`src/rtl/bp_be_stride_detector_pkg.sv`:
```
// Shared types and helpers for the load stride detector.
//   bp_params_e    : processor configuration selector (supplies the virtual address width)
//   conf_op_e      : operation applied to an entry's 2-bit confidence counter
//   bp_vaddr_width : maps a configuration to its virtual address width
package bp_be_stride_detector_pkg;

  typedef enum logic [1:0] {
    e_bp_default_cfg = 2'd0,
    e_bp_small_cfg   = 2'd1
  } bp_params_e;

  typedef enum logic [1:0] {
    e_conf_hold = 2'd0,
    e_conf_inc  = 2'd1,
    e_conf_dec  = 2'd2
  } conf_op_e;

  localparam logic [1:0] conf_max_lp = 2'd3;

  function automatic int bp_vaddr_width(bp_params_e cfg);
    case (cfg)
      e_bp_default_cfg: return 32'd39;
      e_bp_small_cfg:   return 32'd32;
      default:          return 32'd39;
    endcase
  endfunction

endpackage

```
`src/rtl/bp_be_stride_detector_if.sv`:
```
// Prefetch request channel between the stride detector and the prefetch generator.
//   master : detector side, drives v_o and the request payload, samples ready_and_i
//   slave  : generator side, samples the request, drives ready_and_i
// A transfer happens on a clock edge where v_o & ready_and_i.
interface bp_be_stride_detector_if #(
  parameter int vaddr_width_p  = 39,
  parameter int stride_width_p = 8,
  parameter int loop_range_p   = 8
);

  logic                      v_o;
  logic                      ready_and_i;
  logic [vaddr_width_p-1:0]  pc_o;
  logic [vaddr_width_p-1:0]  eff_addr_o;
  logic [stride_width_p-1:0] stride_o;
  logic [loop_range_p-1:0]   loop_counter_o;

  modport master (
    output v_o,
    output pc_o,
    output eff_addr_o,
    output stride_o,
    output loop_counter_o,
    input  ready_and_i
  );

  modport slave (
    input  v_o,
    input  pc_o,
    input  eff_addr_o,
    input  stride_o,
    input  loop_counter_o,
    output ready_and_i
  );

endinterface

```
`src/rtl/bp_be_stride_conf_ctr.sv`:
```
// 2-bit saturating confidence counter update for one stride-table entry.
//   conf_i : current confidence
//   op_i   : hold / increment / decrement
//   conf_o : next confidence, saturating at 0 and 3
module bp_be_stride_conf_ctr
  import bp_be_stride_detector_pkg::*;
(
  input  logic [1:0] conf_i,
  input  conf_op_e   op_i,
  output logic [1:0] conf_o
);

  // Next confidence value with saturation at both ends
  always_comb begin
    conf_o = conf_i;
    case (op_i)
      e_conf_inc:  conf_o = (conf_i == conf_max_lp) ? conf_i : conf_i + 2'd1;
      e_conf_dec:  conf_o = (conf_i == 2'd0) ? conf_i : conf_i - 2'd1;
      e_conf_hold: conf_o = conf_i;
      default:     conf_o = conf_i;
    endcase
  end

endmodule

```
`src/rtl/bp_be_stride_detector.sv`:
```
// Reference-prediction table that watches committed loads and detects constant
// positive strides per load PC, issuing one prefetch request per confident PC.
//   clk_i, reset_i         : clock, synchronous active-high reset
//   commit_v_i/pc/eaddr    : one committed load per cycle
//   pf_if (master)         : v_o/ready_and_i request channel with pc, eff_addr,
//                            stride and loop_counter payload (registered)
//   drop_o                 : registered pulse, high the cycle after a trigger that
//                            found the output slot full and not draining
module bp_be_stride_detector
  import bp_be_stride_detector_pkg::*;
#(
  parameter bp_params_e bp_params_p = e_bp_default_cfg,
  parameter int entries_p        = 16,
  parameter int stride_width_p   = 8,
  parameter int loop_range_p     = 8,
  parameter int prefetch_depth_p = 8,
  parameter int conf_thresh_p    = 2
)(
  input  logic                                         clk_i,
  input  logic                                         reset_i,
  input  logic                                         commit_v_i,
  input  logic [bp_vaddr_width(bp_params_p)-1:0]       commit_pc_i,
  input  logic [bp_vaddr_width(bp_params_p)-1:0]       commit_eaddr_i,
  bp_be_stride_detector_if.master                      pf_if,
  output logic                                         drop_o
);

  localparam int vaddr_width_p = bp_vaddr_width(bp_params_p);
  localparam int lg_entries_lp = $clog2(entries_p);
  localparam logic [1:0] conf_thresh_lp = conf_thresh_p[1:0];
  localparam logic [loop_range_p-1:0] depth_lp = prefetch_depth_p[loop_range_p-1:0];

  typedef struct packed {
    logic                      v;
    logic [vaddr_width_p-1:0]  tag;
    logic [vaddr_width_p-1:0]  last_addr;
    logic [stride_width_p-1:0] stride;
    logic [1:0]                conf;
    logic [loop_range_p-1:0]   cooldown;
  } bp_be_stride_entry_s;

  bp_be_stride_entry_s table_r [entries_p];

  logic [lg_entries_lp-1:0]  idx_s;
  bp_be_stride_entry_s       entry_s;
  bp_be_stride_entry_s       entry_next_s;
  logic                      hit_s;
  logic [vaddr_width_p-1:0]  delta_s;
  logic                      legal_s;
  logic                      match_s;
  conf_op_e                  conf_op_s;
  logic [1:0]                conf_next_s;
  logic                      trigger_s;
  logic                      drain_s;
  logic                      load_s;
  logic                      drop_s;

  logic                      v_r;
  logic [vaddr_width_p-1:0]  pc_r;
  logic [vaddr_width_p-1:0]  eff_addr_r;
  logic [stride_width_p-1:0] stride_r;
  logic [loop_range_p-1:0]   loop_counter_r;
  logic                      drop_r;

  assign idx_s   = commit_pc_i[2 +: lg_entries_lp];
  assign entry_s = table_r[idx_s];
  assign hit_s   = commit_v_i & entry_s.v & (entry_s.tag == commit_pc_i);

  // Modular difference: a descending pattern wraps to a huge value and is rejected
  assign delta_s = commit_eaddr_i - entry_s.last_addr;
  assign legal_s = (delta_s != '0) & (delta_s[vaddr_width_p-1:stride_width_p] == '0);
  assign match_s = legal_s & (delta_s[stride_width_p-1:0] == entry_s.stride);

  assign conf_op_s = match_s ? e_conf_inc : e_conf_dec;

  bp_be_stride_conf_ctr conf_ctr (
    .conf_i (entry_s.conf),
    .op_i   (conf_op_s),
    .conf_o (conf_next_s)
  );

  assign trigger_s = hit_s & match_s & (conf_next_s >= conf_thresh_lp)
                   & (entry_s.cooldown == '0);

  // The slot can take a new request when empty or when its occupant leaves this cycle
  assign drain_s = v_r & pf_if.ready_and_i;
  assign load_s  = trigger_s & (~v_r | drain_s);
  assign drop_s  = trigger_s & v_r & ~drain_s;

  // Next contents of the indexed entry for a committed load (hit update or reallocation)
  always_comb begin
    entry_next_s = entry_s;
    if (hit_s) begin
      entry_next_s.last_addr = commit_eaddr_i;
      entry_next_s.conf      = conf_next_s;
      // Stride is only retrained once confidence has fully decayed
      if (~match_s && (entry_s.conf == 2'd0)) begin
        entry_next_s.stride = legal_s ? delta_s[stride_width_p-1:0] : '0;
      end else begin
        entry_next_s.stride = entry_s.stride;
      end
      // A dropped trigger leaves cooldown at zero so the next hit retries
      if (load_s) begin
        entry_next_s.cooldown = depth_lp;
      end else if (entry_s.cooldown != '0) begin
        entry_next_s.cooldown = entry_s.cooldown - {{(loop_range_p-1){1'b0}}, 1'b1};
      end else begin
        entry_next_s.cooldown = entry_s.cooldown;
      end
    end else begin
      entry_next_s.v         = 1'b1;
      entry_next_s.tag       = commit_pc_i;
      entry_next_s.last_addr = commit_eaddr_i;
      entry_next_s.stride    = '0;
      entry_next_s.conf      = 2'd0;
      entry_next_s.cooldown  = '0;
    end
  end

  // Reference-prediction table storage
  always_ff @(posedge clk_i) begin
    if (reset_i) begin
      for (int i = 0; i < entries_p; i++) begin
        table_r[i] <= '0;
      end
    end else if (commit_v_i) begin
      table_r[idx_s] <= entry_next_s;
    end else begin
      table_r[idx_s] <= table_r[idx_s];
    end
  end

  // One-entry output slot; a same-cycle transfer and trigger replaces the payload
  always_ff @(posedge clk_i) begin
    if (reset_i) begin
      v_r            <= 1'b0;
      pc_r           <= '0;
      eff_addr_r     <= '0;
      stride_r       <= '0;
      loop_counter_r <= '0;
      drop_r         <= 1'b0;
    end else begin
      drop_r <= drop_s;
      if (load_s) begin
        v_r            <= 1'b1;
        pc_r           <= commit_pc_i;
        eff_addr_r     <= commit_eaddr_i;
        stride_r       <= delta_s[stride_width_p-1:0];
        loop_counter_r <= depth_lp;
      end else if (drain_s) begin
        v_r <= 1'b0;
      end else begin
        v_r <= v_r;
      end
    end
  end

  assign pf_if.v_o            = v_r;
  assign pf_if.pc_o           = pc_r;
  assign pf_if.eff_addr_o     = eff_addr_r;
  assign pf_if.stride_o       = stride_r;
  assign pf_if.loop_counter_o = loop_counter_r;
  assign drop_o               = drop_r;

endmodule

```
`src/flat_wrapper.sv`:
```
// flat-port wrapper written by rule: the top's interface ports become plain ports
module bp_be_stride_detector_flat import bp_be_stride_detector_pkg::*;
#(
  parameter bp_params_e bp_params_p = e_bp_default_cfg,
  parameter int entries_p        = 16,
  parameter int stride_width_p   = 8,
  parameter int loop_range_p     = 8,
  parameter int prefetch_depth_p = 8,
  parameter int conf_thresh_p    = 2
)
  (clk_i, reset_i, commit_v_i, commit_pc_i, commit_eaddr_i, drop_o, pf_if_v_o, pf_if_pc_o, pf_if_eff_addr_o, pf_if_stride_o, pf_if_loop_counter_o, pf_if_ready_and_i);
  bp_be_stride_detector_if #(.vaddr_width_p((39)), .stride_width_p(stride_width_p), .loop_range_p(loop_range_p)) pf_if_i ();
  input  logic clk_i;
  input  logic reset_i;
  input  logic commit_v_i;
  input  logic [bp_vaddr_width(bp_params_p)-1:0] commit_pc_i;
  input  logic [bp_vaddr_width(bp_params_p)-1:0] commit_eaddr_i;
  output logic drop_o;
  output wire logic [$bits(pf_if_i.v_o)-1:0] pf_if_v_o;
  output wire logic [$bits(pf_if_i.pc_o)-1:0] pf_if_pc_o;
  output wire logic [$bits(pf_if_i.eff_addr_o)-1:0] pf_if_eff_addr_o;
  output wire logic [$bits(pf_if_i.stride_o)-1:0] pf_if_stride_o;
  output wire logic [$bits(pf_if_i.loop_counter_o)-1:0] pf_if_loop_counter_o;
  input wire logic [$bits(pf_if_i.ready_and_i)-1:0] pf_if_ready_and_i;
  assign pf_if_v_o = pf_if_i.v_o;
  assign pf_if_pc_o = pf_if_i.pc_o;
  assign pf_if_eff_addr_o = pf_if_i.eff_addr_o;
  assign pf_if_stride_o = pf_if_i.stride_o;
  assign pf_if_loop_counter_o = pf_if_i.loop_counter_o;
  assign pf_if_i.ready_and_i = pf_if_ready_and_i;
  bp_be_stride_detector #(.bp_params_p(bp_params_p), .entries_p(entries_p), .stride_width_p(stride_width_p), .loop_range_p(loop_range_p), .prefetch_depth_p(prefetch_depth_p), .conf_thresh_p(conf_thresh_p)) u_core (.clk_i(clk_i), .reset_i(reset_i), .commit_v_i(commit_v_i), .commit_pc_i(commit_pc_i), .commit_eaddr_i(commit_eaddr_i), .pf_if(pf_if_i), .drop_o(drop_o));
endmodule
```
`config.mk`:
```
export PLATFORM = sky130hd
export DESIGN_NAME = bp_be_stride_detector_flat
export DESIGN_NICKNAME = d
export VERILOG_FILES = /design/src/rtl/bp_be_stride_detector_pkg.sv /design/src/rtl/bp_be_stride_detector_if.sv /design/src/rtl/bp_be_stride_conf_ctr.sv /design/src/rtl/bp_be_stride_detector.sv /design/src/flat_wrapper.sv
export SDC_FILE = /design/constraint.sdc
export NUM_CORES = 2
export LEC_CHECK = 0
export ABC_AREA = 1
export CAP_MARGIN = 20
export CORE_MARGIN = 8
export CORE_UTILIZATION = 28
export DETAILED_ROUTE_END_ITERATION = 16
export GPL_TIMING_DRIVEN = 0
export PLACE_DENSITY = 0.4
export SETUP_SLACK_MARGIN = 0.3
export SYNTH_ARGS = -nofsm -noshare
export SYNTH_HDL_FRONTEND = slang
export SYNTH_SLANG_ARGS = --single-unit
```
`constraint.sdc`:
```
create_clock -name clk_i -period 9.3 [get_ports clk_i]
set_input_delay 1.395 -clock clk_i [delete_from_list [all_inputs] [get_ports clk_i]]
set_output_delay 1.395 -clock clk_i [all_outputs]
set_load 0.05 [all_outputs]
```
==> results.md <==
- Outcome: finished, final reports clean
- EDFF count, synth: 1,552
- Commonest cells post-synth: 2,210 x nand2_1, 1,902 x nor2_1, 1,552 x edfxtp_1
- Fin. Hold Viols: 0
- Area contributors post-synth: edfxtp_1 61%, nand2_1 11%, nor2_1 9.4%, a22oi_1 4.5%, dfxtp_1 2.3%
- Skew final: 78.1 ps
- CTS Sinks: 1,641
- Most instantiated library cell after synthesis: nand2_1
- DRC viols: 0
- Total of max-cap violations: 0
- Drt pass-1 iters: 6
- Placed instance count: 11,697
- Lkg Pwr: 35.2 nW
- Int Power: 13.1 mW
- Slew @ Worst Pin: 1300 ps
- Num CTS Buffers: 199
- Mapped Avg Cell Area: 9.70 um^2
- Total GRT Usage: 0.242
- # rows: 191
- Core Area: 271,000 um^2
- Antenna-violating nets left: 0
- Largest net degree at the start of global routing: 40
- Max incr delay on CP: 630 ps
- Min Clock Period, post-route: 8750 ps
- CTS tree: yes
- Worst endpoint required time: 9840 ps
- Flops & latches, synth: 1,641
- Die W: 538 um
- Fillers: 27,922
- Crit share post-route: 0.941
- Combinational share of power: 0.125
- Reg power frac: 0.467
- GP Congestion: 0.888
- Number of port buffers: 166
- Worst vdd ir: 0.157 mV
- Worst EP arrival: 9290 ps
- H-tree depth: 4
- R2r endpoint: u_core.table_r[6][17]
- Reg2reg setup slack: 3360 ps
- Grt ovf: 0
- Layout cells sized above 1: 0.0861
- Main flop type after synthesis: edfxtp_1
- Final std cells w/o fill: 12,053
- Worst r2r path cells: 25
- Synth area leader: edfxtp_1
- Seq. cell area: 48,400 um^2
- PnR worst setup slack: 552 ps
- DR vias: 61,894
- Final setup violation count: 0
- Switching part of the total: 0.277
- HP Class: reg -> reg
- Initial antenna violation count: 17
- RSZ-0062 raised after global routing: no
- Clock Path Buffers: 4
- Final #Nets: 8,456
- Synth cell types: 51
- First-pass GRT wire length: 491,000 um
- Multi-input logic area: 24,200 um^2
- Die Y: 538 um
- Cell Pwr Density: 200 nW/um^2
- Slowest CP cell: buf_1
- Post-Syn Instances: 7,864
- Asr flop ratio synth: 0
- Synthesis Warnings: 0
- DR WL/cell: 29.9 um
- Clock transition at the registers of the reported paths: 60 ps
- Clock latency on the worst-skew pair: 890 ps
- Worst setup path start: commit_pc_i[2]
- Max Clock Freq: 114 MHz
- CP endpoint: u_core.table_r[6][17]
- Dpl hpwl: 248,000 um
- Drt via density: 5.14
- IO Pins: 178
- Crit path capture type: flop
- Post-Place Worst Slack: -1360 ps
- Psw: 5.01 mW
- Post-CTS Hold Buffers: 0
- Critical Path Source Type: input port
- Die area: 289,000 um^2
- Fin Setup TNS: 0 ps
- Critical Setup Path Class: in -> reg
- Area growth syn-to-layout: 18.6%
- FF-to-FF Start: u_core.table_r[12][21]
- Vias in the first global route: 59,473
- Peak fanout along the critical path: 10
- Seq/Total Area, Yosys: 0.635
- Routed wire length: 361,000 um
- Root buffer cell: clkbuf_16
- Clk pwr share: 0.408
- Post-Syn Area: 76,300 um^2
- CP dominant cell by count: nand2_1
- DR iter-0 viols: 7,393
- Starting density of the core: 0.282
- Worst slew margin: 0.134
- Synth top area share: 0.611
- Slew Limit Fails: 0
==> power groups by stage <==
stage	clock, mW	sequential, mW	combinational, mW
6_report	7.40	8.46	2.26
5_1_grt	7.75	8.48	2.39
4_1_cts	7.50	8.46	2.24
3_5_place_dp	0	8.61	2.23
3_3_place_gp	0	8.70	2.13
2_1_floorplan	0	8.62	1.15
==> routing by layer <==
| layer | GRT usage | part of all wire |
|---|---|---|
| met5 | 0 | 0.000075 |
| met4 | 0.0828 | 0.040 |
| met3 | 0.0313 | 0.068 |
| met2 | 0.399 | 0.47 |
| met1 | 0.327 | 0.43 |
==> state kept, by name, indices dropped and copies added (netlist names) <==
signal and cells:
u_core.table_r 1552, u_core.pf_if.eff_addr_o 39, u_core.pf_if.pc_o 39, u_core.pf_if.stride_o 8, u_core.drop_o 1, u_core.pf_if.loop_counter_o 1
u_core.pf_if.v_o 1
==> stage by stage <==
stage | util | area [um^2] | total power, mW | hold slack (ps)
final | 0.334 | 90500 | 18.1 | 448
after floorplan | - | 76300 | 9.77 | 668
after global routing | 0.334 | 90500 | 18.6 | 489
after detailed placement | 0.312 | 84400 | 10.8 | 445
after CTS | 0.334 | 90400 | 18.2 | 453
after global placement | 0.304 | 82400 | 10.8 | 442
==> worst min path at each step <==
stage                                         startpoint                              to  slack [ps]  cells past startpoint
final                     u_core.pf_if.loop_counter_o[3]  u_core.pf_if.loop_counter_o[3]         450                      2
after global routing      u_core.pf_if.loop_counter_o[3]  u_core.pf_if.loop_counter_o[3]         490                      2
after CTS                 u_core.pf_if.loop_counter_o[3]  u_core.pf_if.loop_counter_o[3]         450                      2
after detailed placement  u_core.pf_if.loop_counter_o[3]  u_core.pf_if.loop_counter_o[3]         440                      2
after global placement    u_core.pf_if.loop_counter_o[3]  u_core.pf_if.loop_counter_o[3]         440                      2
after floorplan           u_core.pf_if.loop_counter_o[3]  u_core.pf_if.loop_counter_o[3]         670                      2
==> cell type report <==
cell class                 instances  share of cell area
buffer                           552              0.0285
antenna                            5            0.000138
tap                             3570              0.0494
inverter                         347              0.0144
multi-input combinational       5329               0.267
sequential                      1641               0.535
clock buffer                     266              0.0589
clock inverter                    81             0.00662
timing repair buffer             262              0.0401
==> cell families (layout without fill, tap and decap cells) <==
family,after synthesis,after routing,synth area share
simple gates,4404,4404,0.224
flops,1641,1641,0.635
buf+inv,900,1508,0.0504
compound gates,863,863,0.0822
fa+ha+maj,42,42,0.00699
xor+xnor,13,13,0.00149
other cells,1,12,0.0000492
==> placed cells by master (no fill, tap or decap), types with 7 or more instances in the layout <==
| cell | synthesis | layout |
|---|---|---|
| nand3b_1 | 7 | 7 |
| clkdlybuf4s50_1 | 0 | 166 |
| nand2_2 | 10 | 10 |
| a21oi_4 | 20 | 20 |
| clkbuf_1 | 263 | 312 |
| buf_1 | 51 | 52 |
| conb_1 | 1 | 7 |
| nor3_1 | 16 | 16 |
| a2111oi_2 | 37 | 37 |
| nand3_1 | 172 | 172 |
| xor2_1 | 10 | 10 |
| bufinv_16 | 0 | 7 |
| o21ai_1 | 28 | 28 |
| nor2_1 | 1902 | 1901 |
| ha_1 | 41 | 41 |
| nor2_2 | 15 | 15 |
| nand4_1 | 52 | 52 |
| inv_2 | 9 | 9 |
| nand2_4 | 1 | 17 |
| edfxtp_1 | 1552 | 1552 |
| buf_16 | 0 | 42 |
| o21ai_0 | 34 | 34 |
| inv_1 | 335 | 335 |
| clkinv_1 | 2 | 46 |
| o21ai_2 | 17 | 17 |
| clkbuf_16 | 0 | 202 |
| buf_2 | 204 | 195 |
| buf_6 | 21 | 21 |
| nand2_1 | 2210 | 2194 |
| buf_8 | 0 | 46 |
| clkinv_2 | 0 | 20 |
| buf_4 | 14 | 21 |
| clkbuf_2 | 0 | 9 |
| a22oi_1 | 460 | 460 |
| a21boi_0 | 38 | 38 |
| dfxtp_1 | 89 | 89 |
| a21oi_1 | 218 | 218 |
==> timing repair <==
action / 4_1_cts / 5_1_grt
endpoints found under the setup margin: 267 / 211
buffers inserted: 1 / 0
hold endpoints to repair: 0 / 0
pin swaps: 1 / 0
resized for setup: 8 / 12
==> worst max-delay path: cells and delay by family <==
kind	cells	cell delay, ps
and+or+nand+nor	19	3370
AOI/OAI and AO/OA	4	960
buffers and inverters	10	2800
adders and majority gates	2	700
Power figures use the tool's default switching activity.
